File: src/rtl/key_event_pkg.sv
// Shared types and helpers for the multi-key event front end.
package key_event_pkg;

    typedef enum logic [1:0] {
        S_IDLE = 2'd0,
        S_HELD = 2'd1,
        S_LONG = 2'd2
    } key_state_t;

    // Width able to hold the value itself; never below one bit.
    function automatic int cnt_width(input int value);
        return (value < 1) ? 1 : $clog2(value + 1);
    endfunction

endpackage

File: src/rtl/key_event_channel.sv
// One key channel: 2-FF synchroniser, debounce, press/hold/repeat classifier.
// state  | meaning
// S_IDLE | debounced key released
// S_HELD | pressed, long-press point not yet reached
// S_LONG | long press reached, auto-repeat period running
module key_event_channel
    import key_event_pkg::*;
#(
    parameter int DEB_CYCLES    = 120000,
    parameter int LONG_CYCLES   = 12000000,
    parameter int REPEAT_CYCLES = 2400000
) (
    input  logic i_clk,
    input  logic i_rst,
    input  logic i_key,
    input  logic i_repeat_en,
    output logic o_level,
    output logic o_press,
    output logic o_release,
    output logic o_click,
    output logic o_long,
    output logic o_repeat
);

    localparam int DEB_W    = cnt_width(DEB_CYCLES);
    localparam int HOLD_MAX = (LONG_CYCLES > REPEAT_CYCLES) ? LONG_CYCLES : REPEAT_CYCLES;
    localparam int HOLD_W   = cnt_width(HOLD_MAX);
    localparam logic [DEB_W-1:0]  DEB_LAST  = DEB_W'(DEB_CYCLES - 1);
    localparam logic [HOLD_W-1:0] LONG_LAST = HOLD_W'(LONG_CYCLES - 1);
    localparam logic [HOLD_W-1:0] REP_LAST  = HOLD_W'(REPEAT_CYCLES - 1);

    logic              r_sync1;
    logic              r_sync2;
    logic              r_level;
    logic [DEB_W-1:0]  r_deb_cnt;
    key_state_t        r_state;
    key_state_t        w_state_nxt;
    logic [HOLD_W-1:0] r_hold;
    logic [HOLD_W-1:0] w_hold_nxt;

    always_ff @(posedge i_clk) begin
        if (i_rst) begin
            r_sync1 <= 1'b0;
            r_sync2 <= 1'b0;
        end else begin
            r_sync1 <= i_key;
            r_sync2 <= r_sync1;
        end
    end

    always_ff @(posedge i_clk) begin
        if (i_rst) begin
            r_level   <= 1'b0;
            r_deb_cnt <= '0;
        end else if (r_sync2 == r_level) begin
            r_deb_cnt <= '0;
        end else if (r_deb_cnt == DEB_LAST) begin
            r_level   <= ~r_level;
            r_deb_cnt <= '0;
        end else begin
            r_deb_cnt <= r_deb_cnt + 1'b1;
        end
    end

    always_ff @(posedge i_clk) begin
        if (i_rst) begin
            r_state <= S_IDLE;
            r_hold  <= '0;
        end else begin
            r_state <= w_state_nxt;
            r_hold  <= w_hold_nxt;
        end
    end

    // A falling level always wins over a long/repeat point in the same cycle.
    always_comb begin
        w_state_nxt = r_state;
        w_hold_nxt  = r_hold;
        o_press     = 1'b0;
        o_release   = 1'b0;
        o_click     = 1'b0;
        o_long      = 1'b0;
        o_repeat    = 1'b0;
        case (r_state)
            S_IDLE: begin
                if (r_level) begin
                    o_press     = 1'b1;
                    w_state_nxt = S_HELD;
                    w_hold_nxt  = '0;
                end
            end
            S_HELD: begin
                if (!r_level) begin
                    o_release   = 1'b1;
                    o_click     = 1'b1;
                    w_state_nxt = S_IDLE;
                    w_hold_nxt  = '0;
                end else if (r_hold == LONG_LAST) begin
                    o_long      = 1'b1;
                    w_state_nxt = S_LONG;
                    w_hold_nxt  = '0;
                end else begin
                    w_hold_nxt  = r_hold + 1'b1;
                end
            end
            S_LONG: begin
                if (!r_level) begin
                    o_release   = 1'b1;
                    w_state_nxt = S_IDLE;
                    w_hold_nxt  = '0;
                end else if (r_hold == REP_LAST) begin
                    o_repeat    = i_repeat_en;
                    w_hold_nxt  = '0;
                end else begin
                    w_hold_nxt  = r_hold + 1'b1;
                end
            end
            default: begin
                w_state_nxt = S_IDLE;
                w_hold_nxt  = '0;
            end
        endcase
    end

    assign o_level = r_level;

endmodule

File: src/rtl/key_event_unit.sv
// N-channel key front end: polarity fix, per-key event channels, event summary flag.
module key_event_unit
    import key_event_pkg::*;
#(
    parameter int N_KEYS        = 4,
    parameter int DEB_CYCLES    = 120000,
    parameter int LONG_CYCLES   = 12000000,
    parameter int REPEAT_CYCLES = 2400000,
    parameter bit ACTIVE_LOW    = 1'b1
) (
    input  logic              i_clk,
    input  logic              i_rst,
    input  logic [N_KEYS-1:0] i_keys,
    input  logic [N_KEYS-1:0] i_repeat_en,
    output logic [N_KEYS-1:0] o_level,
    output logic [N_KEYS-1:0] o_press,
    output logic [N_KEYS-1:0] o_release,
    output logic [N_KEYS-1:0] o_click,
    output logic [N_KEYS-1:0] o_long,
    output logic [N_KEYS-1:0] o_repeat,
    output logic              o_any_event
);

    logic [N_KEYS-1:0] w_pressed;
    logic              w_any_pulse;
    logic              r_any_event;

    assign w_pressed = ACTIVE_LOW ? ~i_keys : i_keys;

    for (genvar k = 0; k < N_KEYS; k++) begin : g_chan
        key_event_channel #(
            .DEB_CYCLES   (DEB_CYCLES),
            .LONG_CYCLES  (LONG_CYCLES),
            .REPEAT_CYCLES(REPEAT_CYCLES)
        ) u_chan (
            .i_clk      (i_clk),
            .i_rst      (i_rst),
            .i_key      (w_pressed[k]),
            .i_repeat_en(i_repeat_en[k]),
            .o_level    (o_level[k]),
            .o_press    (o_press[k]),
            .o_release  (o_release[k]),
            .o_click    (o_click[k]),
            .o_long     (o_long[k]),
            .o_repeat   (o_repeat[k])
        );
    end

    assign w_any_pulse = |{o_press, o_release, o_click, o_long, o_repeat};

    always_ff @(posedge i_clk) begin
        if (i_rst) begin
            r_any_event <= 1'b0;
        end else begin
            r_any_event <= w_any_pulse;
        end
    end

    assign o_any_event = r_any_event;

endmodule

File: config.mk
export PLATFORM = sky130hd
export DESIGN_NAME = key_event_unit
export DESIGN_NICKNAME = d
export VERILOG_FILES = /design/src/rtl/key_event_pkg.sv /design/src/rtl/key_event_channel.sv /design/src/rtl/key_event_unit.sv
export SDC_FILE = /design/constraint.sdc
export NUM_CORES = 1
export LEC_CHECK = 0
export ABC_AREA = 0
export BUFFER_PORTS_ARGS = -buffer_cell sky130_fd_sc_hd__buf_2
export CAP_MARGIN = 20
export CORE_ASPECT_RATIO = 1.75
export CORE_UTILIZATION = 56
export DETAILED_ROUTE_END_ITERATION = 6
export PLACE_DENSITY = 0.75
export SETUP_SLACK_MARGIN = 0.05
export SKIP_CTS_REPAIR_TIMING = 1
export SYNTH_ARGS = -nofsm -noshare
export SYNTH_HDL_FRONTEND = slang
export SYNTH_SLANG_ARGS = --single-unit
export TNS_END_PERCENT = 5
File: constraint.sdc
create_clock -name i_clk -period 2.5 [get_ports i_clk]
set_clock_uncertainty 0.05 [all_clocks]
set_input_delay 0.125 -clock i_clk [delete_from_list [all_inputs] [get_ports i_clk]]
set_output_delay 0.125 -clock i_clk [all_outputs]
set_load 0.01 [all_outputs]
==> results of run 1 <==
==> power groups by stage <==
stage	Combinational (mW)	Clock, mW	Sequential (mW)
after global routing	0.110	2.67	2.96
final	0.100	2.50	2.96
after CTS	0.0959	2.55	2.96
after floorplan	0.0549	0	3.03
after global placement	0.0950	0	3.03
after detailed placement	0.0957	0	3.03
==> area by class of cell <==
class                           count  area share (%)
Clock inverter                     13           0.915
Timing Repair Buffer               88            5.98
Clock buffer                       19            4.21
Multi-Input combinational cell    866            49.7
Sequential cell                   185            35.2
Inverter                           36            1.28
Tap cell                          224            2.66
==> metrics by stage <==
stage / worst slack (ns) / hold WS [ns] / setup TNS [ns]
after global placement: 0.0308 / 0.228 / 0
after CTS: -0.188 / -0.236 / -0.263
final: -0.0343 / 0.00956 / -0.0421
after floorplan: 0.0767 / 0.142 / 0
after detailed placement: 0.0263 / 0.233 / 0
after global routing: -0.183 / 0.00964 / -0.262
==> state kept, by name (all words and copies together) (netlist names) <==
signal / flops
g_chan.u_chan.r_hold: 96
g_chan.u_chan.r_deb_cnt: 68
g_chan.u_chan.r_state: 8
g_chan.u_chan.o_level: 4
g_chan.u_chan.r_sync1: 4
g_chan.u_chan.r_sync2: 4
o_any_event: 1
==> how the worst max path moves through the flow <==
| stage | endpoint | slack, ns | cells past startpoint |
|---|---|---|---|
| 6_report | o_repeat[2] | -0.03 | 7 |
| 5_1_grt | o_repeat[2] | -0.18 | 7 |
| 4_1_cts | o_repeat[2] | -0.19 | 7 |
| 3_5_place_dp | g_chan[1].u_chan.r_hold[8] | 0.03 | 7 |
| 3_3_place_gp | g_chan[1].u_chan.r_hold[8] | 0.03 | 7 |
| 2_1_floorplan | g_chan[1].u_chan.r_hold[13] | 0.08 | 8 |
==> cells in the mapped netlist, types with 25 or more instances <==
master    number
dfxtp_1      185
nor2_1       167
nand2_1      118
nand3_1       75
xnor2_1       49
xor2_1        47
a31oi_1       40
and3_1        38
a21oi_1       36
inv_1         36
o21ai_0       30
nand4_1       28
clkbuf_1      27
buf_4         25
==> metal layers <==
metal,GRT usage [%],vias up,wire length (um)
met5,0,-,0
met4,11.7,0,602
met3,4.81,44,727
met2,45.6,166,11100
met1,27.4,3925,8470
li1,-,4116,-
==> cells in the final DEF (no fill, tap or decap), types with 6 or more instances in the layout <==
cell type	count
dfxtp_1	183
or3_1	16
buf_2	33
clkbuf_16	17
a211oi_1	6
a21oi_1	35
a31oi_1	40
xor2_1	47
xnor2_1	49
nor2_1	166
nand3b_1	6
and3_1	38
nor4b_1	6
and4_1	10
a21o_1	6
and2_1	8
nand2_1	118
buf_4	47
nand3_1	75
nor2b_1	16
nor3_1	21
mux2i_1	9
nor4_1	10
o21ai_0	30
ha_1	19
nand4_1	28
nand2b_1	11
inv_1	36
==> logic make-up (layout without fill, tap and decap cells) <==
| logic type | count (synthesis) | after routing |
|---|---|---|
| AND/OR/NAND/NOR | 570 | 570 |
| flip-flops | 185 | 185 |
| AO/OA/AOI/OAI | 171 | 171 |
| buffers and inverters | 97 | 156 |
| XOR/XNOR | 96 | 96 |
| adder cells (fa/ha/maj) | 20 | 20 |
| multiplexers | 9 | 9 |
==> results.md, run 1 <==
- The post-synthesis instance total is 1148.
- The number of flops mapped to enable cells by yosys is 0.
- The area taken by multi-input logic gates is 0.00524 mm^2.
- The power after layout is 5.56 mW.
- The number of synthesized register bits is 185.
- The finished layout holds 1431 standard cells, fillers aside.
- After detailed routing, the number of remaining DRC violations is 0.
- The die covers 0.0172 mm^2.
- The final standard cell utilization of the core is 64.3%.
- The count of final hold-check violations came to 0.
- Cells with a size suffix above 1 make up 12.4% of the layout.
- The cell total after placement is 1393.
- The register share of total power is 53.3%.
- In this run the cell area of the synthesized design comes to 0.00935 mm^2.
- Internal power comes to 4.29 mW.
- The fraction of power spent switching nets is 22.8%.
- Among cell families on the critical path, the largest total delay comes from simple AND/OR/NAND/NOR gates.
- For hold timing, the worst endpoint is g_chan[1].u_chan.r_hold[1].
- The endpoint class of the critical path is an output port.
- The stage delay of the slowest cell on the critical path is 0.52 ns.
- The worst setup path is launched from a flip-flop.
- In this run the clock root is driven by a clkbuf_16.
- The classification of the worst-slack hold path is in -> reg.
- The number of diodes added for antenna fixing is 0.
- Of the total synthesized cell area, the portion taken by XOR and XNOR cells is 9.00%.
- The number of stages on the worst hold path is 2.
- At the later pin of the worst-skew pair, clock insertion delay measures 0.44 ns.
- Tracing the worst setup path back leads to its startpoint at g_chan[2].u_chan.r_hold[19].
- The adder and majority gate portion of the synthesized area is 2.68%.
- The synthesized design spends more area on one cell type than any other, namely dfxtp_1.
- The post-route minimum period is 2.53 ns.
- The share of total power dissipated in combinational logic is 1.8%.
- A synthesized cell averages 8.14 um^2.
- The first-pass detailed-route iteration total is 5.
- Pin placement for this block handled 35 I/O pins.
- The switching power summed over all nets is 1.27 mW.
- The final critical path takes up 101% of the cycle.
- Input and output buffers added on the ports amount to 34.
- The number of fillers in the final layout is 1427.
- The critical path is of the reg -> out type.
- After the last flow step, the layout net total stands at 1224.
- The all-layer global routing usage is 25.0%.
- Along the worst path, the maximum fanout reaches 6.
- For this run, the number of Yosys warnings is 0.
- The aggregate global routing overflow is 0.
- The sequential cell area fraction in the yosys report is 39.6%.
- The signal on the critical path passes through or4b_4, nor4_4, buf_4, nand4_1, nor4b_2, buf_4, buf_6.
- The routed layout has 8251 vias.
- The ratio of routed vias to standard cells is 5.77.
- The run finished, with violations left.
- The cell type with the highest occurrence count on the critical path is buf_4.
- The largest net degree at the start of global routing is 42.
- The synthesized netlist devotes 11.8% of its cell area to compound gates.
- Counting every net in the synthesized netlist gives 1178.
- Setup violations remaining at the end of the flow were counted as 2.
- The number of placement rows is 62.
- By area the synthesized netlist is led by dfxtp_1, nor2_1, nand2_1, xnor2_1, xor2_1.
- The critical-path cell with the highest stage delay is or4b_4.
- The initial antenna violation count is 0.
- Setup repair after global routing could not meet its margin everywhere.
- In this run the power density over the cells is 528 mW/mm^2.
- The relative contribution of the clock network to total power is 44.9%.
- The TritonCTS clock tree is yes.
- The combined flip-flop and latch cell area is 0.00371 mm^2.
- After synthesis, the largest family of logic cells by area is simple AND/OR/NAND/NOR gates.
- The data required time at the worst endpoint is 2.33 ns.
- The deepest clock path buffer count is 2.
- The arrival time of the worst setup path is 2.36 ns.
- The floorplan step set the die height to 173 um.
- Counting every sink on the clock net gives 185.
- Across all setup checks in the final design, the least slack found is -0.0343 ns.
- The wire length of the first global-routing pass is 35000 um.
- The slew at the pin closest to its max-slew limit is 0.618 ns.
- Multiplexer cells account for 0.964% of the synthesized area.
- Once layout is done, the placed cells without fillers occupy 0.0105 mm^2.
- The setup check on the worst reg-to-reg path leaves a slack of 0.05 ns.
- Counting distinct cell types in the post-synthesis netlist gives 69.
- The worst-case vdd ir drop is 443 uV.
- The number of global-route vias before repair is 7748.
- The congestion estimate from routability-driven global placement came to 0.858.
- The simple-gate share of the synthesized area is 30.8%.
- Clock-pin slew was measured on the worst setup and hold paths at 0.07 ns.
- Once detailed placement completed, the half-perimeter wirelength came to 15000 um.
- For this block, the routed nets add up to 20900 um of wire.
- Derived from the worst setup path, the maximum achievable clock frequency is 0.395 GHz.
- The count of nets left with antenna violations after detail routing is 0.
- The H-tree generated during clock tree synthesis spans 4 levels.
- The count of buffer and inverter cells on the critical path is 3.
- In this run the critical register-to-register path is launched from g_chan[1].u_chan.r_hold[13].
- The die outline width is 99.7 um.
- The primary flip-flop cell chosen by synthesis mapping is dfxtp_1.
- The final number of max-transition violations is 0.
- The startpoint of the lowest-slack hold path is i_rst.
- The number of cells on the worst reg-to-reg path is 7.
- The number of buffers created by CTS is 17.
- Relative to the synthesized area, the layout overhead comes to 12.7%.
- The placeable core area is 0.0164 mm^2.
- The worst relative slew slack is 58.5%.
- The fraction of registers with async set/reset is 0%.
- The final reports fail on negative setup slack.
- For this design the static power due to leakage is 3.72 nW.
- The starting density of the core is 57.1%.
- The number of DRC markers after the initial detailed-route iteration is 341.
- Max-cap violations in this run came to 0.
- The endpoint identified for the worst register-to-register timing path is g_chan[1].u_chan.r_hold[23].
- The total cell area at the placement stage is 0.00985 mm^2.
- The post-detailed-route wirelength per cell is 14.6 um.
- Of the post-synthesis cell area, the dominant cell type holds 39.6%.
Note: power is estimated with default switching activity, not from simulation.
==> run 2: changes to the inputs <==
--- a/config.mk
+++ b/config.mk
@@ -9,6 +9,7 @@
 export BUFFER_PORTS_ARGS = -buffer_cell sky130_fd_sc_hd__buf_2
 export CAP_MARGIN = 20
 export CORE_ASPECT_RATIO = 1.75
+export CORE_MARGIN = 2
 export CORE_UTILIZATION = 56
 export DETAILED_ROUTE_END_ITERATION = 6
 export PLACE_DENSITY = 0.75
==> run 2 against run 1 <==
  * The run still ends with negative setup slack left
  * Final cell count grew 0.63%
  * Worst setup slack lost 0.022 ns
  * Wire length grew 1.1%
  * Sequential power is essentially flat
  * Critical path depth is the same
  * First-iteration DRC count grew 33%
  * Critical path type unchanged
==> results.md, run 2 (same netlist as run 1, synthesis figures left out) <==
- The classification of the worst-slack hold path is in -> reg.
- The TritonCTS clock tree is yes.
- The deepest clock path buffer count is 2.
- STA puts the critical path data required time at 2.33 ns.
- The repair_antennas step left the layout with diodes totalling 0.
- The power after layout is 5.75 mW.
- Setup violations remaining at the end of the flow were counted as 1.
- In this run the vertical extent of the chip is 175 um.
- Across the run, the number of max-cap violations was 0.
- The checks that failed: negative setup slack.
- The number of placed I/O pins is 35.
- Of the cells placed in the final design, the portion with a size suffix greater than 1 is 13.6%.
- The critical path start-end classification is reg -> out.
- The area growth from synthesis to layout is 14.3%.
- The aggregate global routing overflow is 0.
- Once routing completed, OpenROAD measured the worst setup slack at -0.0561 ns.
- In this run the remaining antenna-violating nets after routing total 0.
- Setup repair after global routing could not meet its margin everywhere.
- The worst hold path begins at i_rst.
- The wire length of the first global-routing pass is 35900 um.
- The number of global-route vias before repair is 8119.
- The worst register-to-register path has a setup slack of 0.05 ns.
- Input and output buffers added on the ports amount to 34.
- The final number of max-transition violations came to 0.
- The largest net degree at the start of global routing is 30.
- The number of cells on the worst reg-to-reg path is 7.
- The worst relative slew slack is 56.4%.
- The sequential cells in the finished layout cover a total of 0.00371 mm^2.
- In this run, CTS created clock tree buffers numbering 17.
- The worst-case vdd ir drop is 518 uV.
- For this block, the routed nets add up to 21100 um of wire.
- The post-detailed-route DRC marker count is 0.
- Static timing analysis puts the maximum clock frequency at 0.391 GHz.
- The initial utilization of the core area, before any placement, comes to 57.1%.
- The run finished, with violations left.
- Measured on the finished design, the core utilization comes to 65.2%.
- The ratio of routed vias to standard cells is 5.78.
- The number of DRC markers after the initial detailed-route iteration is 454.
- The reg-to-reg critical path startpoint is g_chan[1].u_chan.r_hold[22].
- The TritonCTS sink count is 185.
- The destination of the worst hold path is g_chan[0].u_chan.r_sync1.
- The final design instance area without fill is 0.0107 mm^2.
- Power spread over the standard cell area amounts to 539 mW/mm^2.
- The leakage power is 3.80 nW.
- The ratio of final minimum period to clock period is 102%.
- The floorplan step set the die width to 102 um.
- The slew at the pin closest to its max-slew limit is 0.651 ns.
- For this run, the number of standard cells in the final layout without fillers is 1440.
- In this run the standard cell core region covers 0.0164 mm^2.
- The die covers 0.0178 mm^2.
- In this run the worst path has a maximum fanout of 3.
- The post-route minimum period is 2.56 ns.
- The clock reaches the later pin of the worst-skew pair after 0.44 ns.
- The register with the most flip-flops in the layout has 96 of them.
- Leaving out fill and tap cells, the most frequent cell in the layout is dfxtp_1.
- The endpoint class of the critical path is an output port.
- The largest registers in the layout are g_chan.u_chan.r_hold x96, g_chan.u_chan.r_deb_cnt x68, g_chan.u_chan.r_state x8.
- The type of element launching the critical path is a flip-flop.
- The number of placement rows is 62.
- After detailed placement, the design holds a cell count of 1400.
- The initial antenna violation count was 0.
- The final route contains 8328 vias.
- The final weighted congestion of routability-driven global placement is 0.898.
- Dividing the detail-routed wire length by the instance count gives 14.6 um.
- The tree is rooted in a clkbuf_16.
- After legalization and detailed placement, the total HPWL measured 15200 um.
- Leaving out fill and tap cells, the most frequent cells in the layout are dfxtp_1, nor2_1, nand2_1.
- More flip-flops sit in one register than any other, and that register is g_chan.u_chan.r_hold.
- The first detailed-routing pass took 5 iterations.
- The number of nets in the layout is 1234.
- Data on the critical path arrives at its endpoint at 2.38 ns.
- The count of final hold-check violations is 0.
- The pre-CTS worst setup slack is 0.0241 ns.
- After detailed placement, the total cell area comes to 0.00989 mm^2.
- The all-layer global routing usage is 24.9%.
- The layout has 1386 filler cells.
- In the final layout, the multi-input gates occupy 0.00527 mm^2.
- The number of stages on the worst hold path is 3.
- The H-tree depth is 4.
- Clock-pin slew was measured on the worst setup and hold paths at 0.07 ns.
- The endpoint of the most critical register-to-register path is g_chan[1].u_chan.r_hold[8].
## run 2: cell count changes in the layout (fill, tap and decap cells not counted), sizes merged
| cell | change |
|---|---|
| bufinv | +2 |
| buf | +10 |
| clkinvlp | -2 |
| clkbuf | -1 |
## run 2: worst max-delay path by stage
stage / from / cells after the start / end / slack [ns]
4_1_cts: g_chan[2].u_chan.r_hold[19] / 7 / o_repeat[2] / -0.20
3_3_place_gp: g_chan[1].u_chan.r_hold[13] / 7 / g_chan[1].u_chan.r_hold[8] / 0.04
2_1_floorplan: g_chan[1].u_chan.r_hold[13] / 8 / g_chan[1].u_chan.r_hold[13] / 0.08
5_1_grt: g_chan[2].u_chan.r_hold[8] / 7 / o_repeat[2] / -0.14
6_report: g_chan[2].u_chan.r_hold[8] / 7 / o_repeat[2] / -0.06
3_5_place_dp: g_chan[1].u_chan.r_hold[13] / 7 / g_chan[1].u_chan.r_hold[8] / 0.02
## run 2: power breakdown
group | leakage (nW) | internal, mW | switching, mW
clock | 0.279 | 1.50 | 1.19
sequential | 1.49 | 2.96 | 0.00769
combinational | 2.03 | 0.0334 | 0.0640
## run 2: metrics by stage
step	TNS, ns	hold WS [ns]
after floorplan	0	0.142
after global placement	0	0.238
after detailed placement	0	0.243
after CTS	-0.307	-0.225
after global routing	-0.198	0.148
final	-0.0561	0.160
## run 2: cell type report
| class | count | area share (%) |
|---|---|---|
| Clock buffer | 18 | 4.11 |
| Inverter | 36 | 1.27 |
| Multi-Input combinational cell | 866 | 49.4 |
| Timing Repair Buffer | 98 | 6.54 |
| Tap cell | 224 | 2.62 |
| Sequential cell | 185 | 34.7 |
| Clock inverter | 13 | 1.36 |
## run 2: worst max-delay path, cell delays in order (launching register included)
cell	delay, ns
dfxtp_2	0.32
or4b_4	0.54
nor4_4	0.21
buf_4	0.16
nand4_1	0.14
nor4b_2	0.30
buf_4	0.17
buf_6	0.10
## run 2: routing by layer
metal	part of all wire [%]	vias up	GRT usage [%]
li1	-	4139	-
met1	40	3957	26.9
met2	53	179	44.7
met3	3.6	53	4.52
met4	3.4	0	13.1
met5	0	-	0
